$ cat src/rtl/sw_bcd_chain_if.sv
// sw_bcd_chain_if: control inputs and BCD outputs of one stopwatch counter stage
interface sw_bcd_chain_if #(parameter int DIGITS = 2);
    logic                  tick;
    logic                  run;
    logic                  up;
    logic                  clear;
    logic                  lap;
    logic [4*DIGITS-1:0]   count;
    logic [4*DIGITS-1:0]   display;
    logic                  frozen;
    logic                  carry;
    logic                  zero;
    modport master (output tick, run, up, clear, lap, input count, display, frozen, carry, zero);
    modport slave (input tick, run, up, clear, lap, output count, display, frozen, carry, zero);
endinterface

$ cat src/rtl/sw_bcd_chain.sv
// sw_bcd_chain: parametrised up/down BCD cascade counter with lap-freeze display
module sw_bcd_chain #(
    parameter int DIGITS  = 2,
    parameter int TOP_MOD = 10
) (
    input logic clk,
    input logic reset,
    sw_bcd_chain_if.slave bus
);
    localparam int W = 4 * DIGITS;
    logic [W-1:0]    count, lap_reg, nxt;
    logic            frozen, carry, zero, step;
    logic [DIGITS:0] en;
    assign step = bus.tick & bus.run & ~bus.clear;
    assign en[0] = 1'b1;
    genvar i;
    generate
        for (i = 0; i < DIGITS; i++) begin : g_dig
            localparam logic [3:0] MX = (i == DIGITS - 1) ? 4'(TOP_MOD - 1) : 4'd9;
            logic [3:0] d;
            assign d = count[4*i +: 4];
            assign en[i+1] = en[i] & (bus.up ? d == MX : d == 4'd0);
            assign nxt[4*i +: 4] = !en[i] ? d :
                                   bus.up ? (d == MX ? 4'd0 : d + 4'd1) :
                                            (d == 4'd0 ? MX : d - 4'd1);
        end
    endgenerate
    // counter, flags and lap register; clear overrides step and lap
    always_ff @(posedge clk or negedge reset) begin
        if (!reset) begin
            count   <= '0;
            lap_reg <= '0;
            frozen  <= 1'b0;
            carry   <= 1'b0;
            zero    <= 1'b1;
        end else if (bus.clear) begin
            count  <= '0;
            carry  <= 1'b0;
            frozen <= 1'b0;
            zero   <= 1'b1;
        end else begin
            if (step) count <= nxt;
            carry <= step & en[DIGITS];
            zero  <= (step ? nxt : count) == '0;
            if (bus.lap) begin
                if (!frozen) lap_reg <= count;
                frozen <= ~frozen;
            end
        end
    end
    assign bus.count   = count;
    assign bus.display = frozen ? lap_reg : count;
    assign bus.frozen  = frozen;
    assign bus.carry   = carry;
    assign bus.zero    = zero;
endmodule

$ cat src/flat_wrapper.sv
// flat-port wrapper written by rule: the top's interface ports become plain ports
module sw_bcd_chain_flat 
#(
    parameter int DIGITS  = 2,
    parameter int TOP_MOD = 10
)
  (clk, reset, bus_tick, bus_run, bus_up, bus_clear, bus_lap, bus_count, bus_display, bus_frozen, bus_carry, bus_zero);
  sw_bcd_chain_if #(.DIGITS(DIGITS)) bus_i ();
  input logic clk;
  input logic reset;
  input wire logic [$bits(bus_i.tick)-1:0] bus_tick;
  input wire logic [$bits(bus_i.run)-1:0] bus_run;
  input wire logic [$bits(bus_i.up)-1:0] bus_up;
  input wire logic [$bits(bus_i.clear)-1:0] bus_clear;
  input wire logic [$bits(bus_i.lap)-1:0] bus_lap;
  output wire logic [$bits(bus_i.count)-1:0] bus_count;
  output wire logic [$bits(bus_i.display)-1:0] bus_display;
  output wire logic [$bits(bus_i.frozen)-1:0] bus_frozen;
  output wire logic [$bits(bus_i.carry)-1:0] bus_carry;
  output wire logic [$bits(bus_i.zero)-1:0] bus_zero;
  assign bus_i.tick = bus_tick;
  assign bus_i.run = bus_run;
  assign bus_i.up = bus_up;
  assign bus_i.clear = bus_clear;
  assign bus_i.lap = bus_lap;
  assign bus_count = bus_i.count;
  assign bus_display = bus_i.display;
  assign bus_frozen = bus_i.frozen;
  assign bus_carry = bus_i.carry;
  assign bus_zero = bus_i.zero;
  sw_bcd_chain #(.DIGITS(DIGITS), .TOP_MOD(TOP_MOD)) u_core (.clk(clk), .reset(reset), .bus(bus_i));
endmodule
$ cat config.mk
export PLATFORM = sky130hd
export DESIGN_NAME = sw_bcd_chain_flat
export DESIGN_NICKNAME = d
export VERILOG_FILES = /design/src/rtl/sw_bcd_chain_if.sv /design/src/rtl/sw_bcd_chain.sv /design/src/flat_wrapper.sv
export SDC_FILE = /design/constraint.sdc
export NUM_CORES = 1
export LEC_CHECK = 0
export ABC_AREA = 1
export CAP_MARGIN = 20
export CORE_MARGIN = 4
export CORE_UTILIZATION = 35
export DETAILED_ROUTE_END_ITERATION = 7
export PLACE_DENSITY_LB_ADDON = 0.15
export RECOVER_POWER = 50
export SLEW_MARGIN = 20
export SYNTH_ARGS = -nofsm -noshare
export SYNTH_HDL_FRONTEND = slang
export SYNTH_SLANG_ARGS = --single-unit
$ cat constraint.sdc
create_clock -name clk -period 1.9 [get_ports clk]
set_clock_uncertainty 0.05 [all_clocks]
set_input_delay 0.19 -clock clk [delete_from_list [all_inputs] [get_ports clk]]
set_output_delay 0.19 -clock clk [all_outputs]
set_load 0.005 [all_outputs]
==> qor.csv, run 1 <==
stage,metric,value,unit
run_status,result of the run,completed,
global_routing,pin count of the biggest net entering global routing,20,
sta,Final Max Tran Viols,0,
global_routing,global-route wire length before repair,5.285,mm
yosys,Gate Count Post-Synth,184,
min_path,type of the most critical hold path,register to register,
global_routing,number of antenna violations at the first check in global routing,0,
clocking,clock latency of the later-clocked register in the worst-skew pair,0.25,ns
critical_path,crit-path max FO,4,
route,routed wirelength normalized by instance count,12.02,um
route,Detailed Routing Iterations Pass 1,4,
sta,final setup violation count,0,
run,number of maximum-capacitance violations,0,
pwr,overall power,1.009,mW
sta,"Worst Setup Slack, final",0.1040,ns
sta,worst slew margin relative to its limit,35.00,%
clocking,sinks on the clock net,19,
sta,fmax,556.8,MHz
sta,post-route clock period utilization,94.53,%
yosys,number of synthesized register bits,19,
floorplanning,core box area,3442,um^2
route,total length of routed wires,3.114,mm
yosys,Syn Nets,195,
sta,min Tclk post-route,1.796,ns
floorplanning,I/O pin cnt,26,
critical_path,Crit Path Category,register to output port,
critical_path,worst endpoint required time,1.66,ns
yosys,cell types with the largest area share after synthesis,"dfrtp_1, nand2_1, nand3_1",
finish,summed area of non-filler cells in the final layout,1649,um^2
pwr,leakage power of the design,0.8402,nW
finish,number of inserted diodes,0,
floorplanning,effective utilization at floorplan,37.44,%
clocking,TritonCTS clock tree,done,
finish,filler instances,366,
yosys,fraction of the yosys area taken by sequential cells,36.99,%
clocking,deepest level of the CTS H-tree,1,
yosys,count of distinct cell types in the synthesized netlist,28,
sta,unrepaired setup endpoints after global routing,no,
finish,"leading cell type in the layout, fill and taps excluded",nand2_1,
route,initial drt markers,92,
placed_design,setup slack after placement,0.1454,ns
global_routing,aggregate global routing overflow,0,
route,remaining number of nets flagged by the antenna check after routing,0,
route,via density per instance,4.822,
yosys,YS warnings,0,
floorplanning,number of rows created at floorplan,21,
floorplanning,Die H,68.68,um
placed_design,IO buf count,25,
route,remaining design rule violation count,0,
yosys,top cell type's share of synthesized area,34.95,%
clocking,number of hold buffers added after CTS,0,
placed_design,sum of net half-perimeters after detailed placement,2.395,mm
yosys,"Cell Area, Synth",1289,um^2
finish,"commonest cells after routing, fill and taps aside","nand2_1, nor2_1, inv_1, nand3_1, clkdlybuf4s50_1",
global_routing,via count of the first global-routing pass,1189,
global_routing,GRT Util Overall,14.65,%
yosys,Yosys top cell by area,dfrtp_1,
yosys,mean area per synthesized cell,7.004,um^2
critical_path,arrival time of the worst setup path,1.56,ns
pwr,power per cell area,612.0,nW/um^2
sta,Min Hold Slack,0.4517,ns
placed_design,routability congestion estimate from global placement,0.7657,
clocking,CTS buffer count,3,
floorplanning,die area,4717,um^2
critical_path,Setup crit start kind,register,
clocking,clock root cell,clkbuf_8,
critical_path,R2R setup slack,0.19,ns
finish,area added between synthesis and finish,27.96,%
clocking,Clock Pin Slew Worst Setup and Hold Paths,0.07,ns
sta,Final Hold Fails,0,
floorplanning,width of the die,68.68,um
pwr,maximum resistive drop on vdd,0.2241,mV
placed_design,placed standard-cell area,1612,um^2
sta,setup TNS,0,ns
finish,proportion of layout cells with a drive suffix above 1,11.27,%
clocking,Longest Clk Path Bufs,2,
finish,final-stage net count,225,
critical_path,kind of end point of the critical path,output port,
sta,Worst Max-Slew Pin Slew,0.9750,ns
route,Vias,1249,
-- cell usage after synthesis (all sizes together) --
master / instances
nand2: 54
inv: 25
buf: 4
nand3: 23
dfrtp: 18
a211oi: 1
nor2: 25
o211ai: 1
nand4: 4
a22oi: 5
ha: 4
nand3b: 1
dfstp: 1
clkbuf: 2
o21ai: 9
o22ai: 1
a21oi: 6
-- what timing repair did --
action / CTS / global route
endpoints found under the setup margin: 6 / 2
gates resized for setup: 1 / 2
setup buffers: 0 / 0
-- path summary, 6_finish.rpt --
path | startpoint | cells past startpoint | to
min in group asynchronous | reset | 2 | u_core.lap_reg[3]$_DFFE_PN0P_
setup reg to reg | u_core.bus.count[0]$_DFF_PN0_ | 10 | u_core.bus.zero$_DFF_PN1_
setup / recovery | u_core.bus.count[1]$_DFF_PN0_ | 4 | bus_display[1]
hold reg to reg | u_core.lap_reg[1]$_DFFE_PN0P_ | 2 | u_core.lap_reg[1]$_DFFE_PN0P_
max in group asynchronous | reset | 2 | u_core.bus.count[7]$_DFF_PN0_
hold / removal | u_core.lap_reg[1]$_DFFE_PN0P_ | 2 | u_core.lap_reg[1]$_DFFE_PN0P_
-- cells by family (layout without fill, tap and decap cells) --
group	count (synthesis)	count (layout)	synth area share (%)
adder cells (fa/ha/maj)	4	4	3.884
AND/OR/NAND/NOR	107	107	38.83
buffers and inverters	31	60	9.612
AO/OA/AOI/OAI	23	23	10.68
flip-flops	19	19	36.99
-- through the flow --
step | utilization [%] | std cells
after global routing | 47.91 | 259
after CTS | 48.16 | 259
after detailed placement | 46.82 | 255
after global placement | 46.82 | 255
after floorplan | - | 184
final | 47.91 | 259
-- worst max-delay path, cell delays in order (launching register included) --
cell and delay (ns):
dfrtp_1 0.37, inv_1 0.10, buf_4 0.15, o21ai_0 0.15
clkdlybuf4s50_1 0.53
-- report_power, final --
group          leakage (nW)  total (mW)  switching [mW]  internal [mW]
Combinational         0.575       0.261           0.139          0.122
Clock                0.0228       0.278           0.129          0.149
Sequential            0.242       0.471          0.0280          0.443
-- area by class of cell --
cell class	instances	area, um^2	area share, %
multi-input cells	134	680.7	41.27
flip-flops and latches	19	480.5	29.14
repair buffers	31	291.5	17.68
inverters	25	93.84	5.690
well taps	46	57.56	3.490
clock buffers	4	45.04	2.731
-- metal layers --
metal / routed length (um) / track usage (%) / share of wire, %
met5: 0 / 0 / 0
met4: 61 / 7.196 / 2.0
met3: 113 / 0.4862 / 3.6
met2: 1458 / 25.39 / 47
met1: 1480 / 18.56 / 48
Power figures use the tool's default switching activity.
==> run 2: changes to the inputs <==
--- a/config.mk
+++ b/config.mk
@@ -5,7 +5,7 @@
 export SDC_FILE = /design/constraint.sdc
 export NUM_CORES = 1
 export LEC_CHECK = 0
-export ABC_AREA = 1
+export ABC_AREA = 0
 export CAP_MARGIN = 20
 export CORE_MARGIN = 4
 export CORE_UTILIZATION = 35
==> run 2 against run 1 <==
Net effect: the run now ends with setup timing left; via count fell by 1.8%; sequential share of layout area fell by 4.3 points; global-route usage increased by 1.8 points; largest power group unchanged; non-clock buffer count grew 30; critical path type is now register to register; die area stayed put; setup slack worse by 0.18 ns; power rose by 4.1%; wire length increased by 15%.
==> qor.csv, run 2 <==
stage,metric,value,unit,change
run_status,result of the run,"finished, violations left",,
run_status,failing checks,setup timing,,
sta,fmax,507.1,MHz,-8.9%
yosys,mean area per synthesized cell,9.617,um^2,+37%
global_routing,global-route wire length before repair,5.823,mm,+10%
critical_path,arrival time of the worst setup path,2.11,ns,+0.55 ns
floorplanning,number of rows created at floorplan,21,,unchanged
global_routing,GRT Util Overall,16.49,%,+1.8 points
min_path,type of the most critical hold path,register to register,,
finish,proportion of layout cells with a drive suffix above 1,39.68,%,+28 points
sta,final setup violation count,3,,+3
clocking,sinks on the clock net,19,,unchanged
clocking,TritonCTS clock tree,done,,
global_routing,via count of the first global-routing pass,1195,,+0.50%
floorplanning,core box area,3442,um^2,unchanged
floorplanning,width of the die,68.68,um,unchanged
pwr,maximum resistive drop on vdd,0.4397,mV,+96%
yosys,share of flip-flops with an asynchronous set or reset after synthesis,100.0,%,unchanged
placed_design,sum of net half-perimeters after detailed placement,2.673,mm,+12%
placed_design,routability congestion estimate from global placement,0.9063,,+18%
finish,number of inserted diodes,0,,unchanged
yosys,number of synthesized register bits,19,,unchanged
finish,final-stage net count,201,,-11%
route,Detailed Routing Iterations Pass 1,4,,unchanged
finish,area added between synthesis and finish,50.19,%,
finish,"commonest cells after routing, fill and taps aside","buf_4, clkdlybuf4s50_1, dfrtp_1",,
yosys,top-count cell post-synth,dfrtp_1,,
yosys,cell types with the largest area share after synthesis,"dfrtp_1, mux2_2, ha_1",,
sta,post-route clock period utilization,103.8,%,+9.3 points
yosys,xor/xnor cell area share of the yosys netlist,2.039,%,+2.0 points
run,number of maximum-capacitance violations,0,,unchanged
critical_path,worst endpoint required time,2.03,ns,+0.37 ns
yosys,Syn Nets,145,,-26%
yosys,fraction of the yosys area taken by sequential cells,36.99,%,unchanged
floorplanning,I/O pin cnt,26,,unchanged
sta,Final Max Tran Viols,0,,unchanged
route,initial drt markers,122,,+33%
pwr,leakage power of the design,0.8723,nW,+3.8%
placed_design,setup slack after placement,-0.2633,ns,-0.4088 ns
clocking,Longest Clk Path Bufs,2,,unchanged
clocking,CTS buffer count,3,,unchanged
floorplanning,Die H,68.68,um,unchanged
yosys,area fraction in compound gates after synthesis,17.38,%,+6.7 points
yosys,top cell type's share of synthesized area,34.95,%,unchanged
critical_path,crit-path max FO,4,,unchanged
clocking,deepest level of the CTS H-tree,1,,unchanged
sta,unrepaired setup endpoints after global routing,yes,,
finish,filler instances,304,,-17%
sta,"Worst Setup Slack, final",-0.07190,ns,-0.1759 ns
yosys,"Cell Area, Synth",1289,um^2,unchanged
yosys,"arithmetic-cell share of the synthesized area counting full adders, half adders and majority gates",3.883,%,unchanged
yosys,synthesized-area fraction occupied by and/or/nand/nor cells,22.14,%,-17 points
route,Vias,1226,,-1.8%
critical_path,Setup crit start kind,register,,
sta,min Tclk post-route,1.972,ns,+0.1759 ns
critical_path,Crit Path Category,register to register,,
critical_path,kind of end point of the critical path,register,,
yosys,YS warnings,0,,unchanged
global_routing,aggregate global routing overflow,0,,unchanged
pwr,power per cell area,542.9,nW/um^2,-11%
yosys,Gate Count Post-Synth,134,,-27%
yosys,most frequent cells after synthesis,"dfrtp_1, mux2_2, nor2_1",,
route,via density per instance,5.217,,+8.2%
route,total length of routed wires,3.581,mm,+15%
global_routing,number of antenna violations at the first check in global routing,0,,unchanged
yosys,count of distinct cell types in the synthesized netlist,48,,+71%
route,remaining number of nets flagged by the antenna check after routing,0,,unchanged
yosys,dominant combinational cell family by area after synthesis,simple AND/OR/NAND/NOR gates,,
sta,Worst Max-Slew Pin Slew,1.000,ns,+0.02499 ns
placed_design,IO buf count,25,,unchanged
floorplanning,effective utilization at floorplan,37.44,%,unchanged
global_routing,pin count of the biggest net entering global routing,20,,unchanged
yosys,number of synthesized flops with an enable pin,0,,unchanged
route,remaining design rule violation count,0,,unchanged
clocking,number of hold buffers added after CTS,0,,unchanged
floorplanning,die area,4717,um^2,unchanged
finish,final standard cell utilization of the core,56.23,%,+8.3 points
yosys,fraction of synthesized area in multiplexers,12.14,%,+12 points
finish,"leading cell type in the layout, fill and taps excluded",buf_4,,
clocking,Clock Pin Slew Worst Setup and Hold Paths,0.07,ns,about the same
clocking,clock root cell,clkbuf_8,,
yosys,leading register cell type out of synthesis,dfrtp_1,,
sta,Final Hold Fails,0,,unchanged
route,routed wirelength normalized by instance count,15.24,um,+27%
sta,worst slew margin relative to its limit,33.34,%,-1.7 points
yosys,Yosys top cell by area,dfrtp_1,,
clocking,clock latency of the later-clocked register in the worst-skew pair,0.25,ns,about the same
## run 2: cell families after synthesis
group           after synthesis
compound gates               31
buf+inv                      16
simple gates                 47
fa+ha+maj                     4
mux                          14
xor+xnor                      3
flops                        19
## run 2: metrics by stage
| step | std cells | instance area, um^2 | hold WS [ns] | TNS (ns) | power (mW) |
|---|---|---|---|---|---|
| 6_report | 235 | 1936 | 0.4567 | -0.1611 | 1.051 |
| 5_1_grt | 235 | 1936 | 0.4693 | -0.7115 | 1.117 |
| 4_1_cts | 228 | 1863 | 0.2300 | -0.1971 | 1.050 |
| 3_5_place_dp | 224 | 1800 | 0.4421 | -0.8174 | 0.7676 |
| 3_3_place_gp | 224 | 1800 | 0.4332 | -0.7140 | 0.7637 |
| 2_1_floorplan | 134 | 1333 | -0.1556 | -0.2732 | 0.6157 |
## run 2: final timing paths
kind / from / cells past startpoint / endpoint / slack, ns
hold / removal: u_core.lap_reg[3]$_DFFE_PN0P_ / 1 / u_core.lap_reg[3]$_DFFE_PN0P_ / 0.46
setup / recovery: u_core.bus.count[1]$_DFF_PN0_ / 7 / u_core.bus.count[7]$_DFF_PN0_ / -0.07
hold reg to reg: u_core.lap_reg[3]$_DFFE_PN0P_ / 1 / u_core.lap_reg[3]$_DFFE_PN0P_ / 0.46
max in group asynchronous: reset / 2 / u_core.bus.count[0]$_DFF_PN0_ / 0.56
min in group asynchronous: reset / 2 / u_core.lap_reg[5]$_DFFE_PN0P_ / 0.57
setup reg to reg: u_core.bus.count[1]$_DFF_PN0_ / 7 / u_core.bus.count[7]$_DFF_PN0_ / -0.07
## run 2: area by class of cell
| class | instances | area, um^2 | share of cell area (%) |
|---|---|---|---|
| Sequential cell | 19 | 480.5 | 24.82 |
| Tap cell | 46 | 57.56 | 2.973 |
| Timing Repair Buffer | 61 | 514.2 | 26.57 |
| Clock buffer | 4 | 45.04 | 2.327 |
| Inverter | 6 | 25.02 | 1.293 |
| Multi-Input combinational cell | 99 | 813.3 | 42.02 |
## run 2: layer usage
layer | GRT usage [%] | part of all wire, %
met5 | 0 | 0
met4 | 5.955 | 0.59
met3 | 2.431 | 3.7
met2 | 25.63 | 48
met1 | 23.09 | 48
## run 2: power by group
part	switching, mW	internal (mW)
registers	0.0263	0.433
clock network	0.123	0.149
logic	0.136	0.184
total	0.286	0.765
## run 2: critical path, cell delays in order (launching register included)
cell and delay, ns:
dfrtp_1 0.39, inv_2 0.11, ha_2 0.21, and3_4 0.22, o21ai_2 0.08, or4b_4 0.56
o211a_1 0.22, nor2_1 0.08
## run 2: what timing repair did
item	CTS	global route
pin swaps	0	5
resized for setup	8	8
setup endpoints to repair	8	8
buffers inserted	0	7
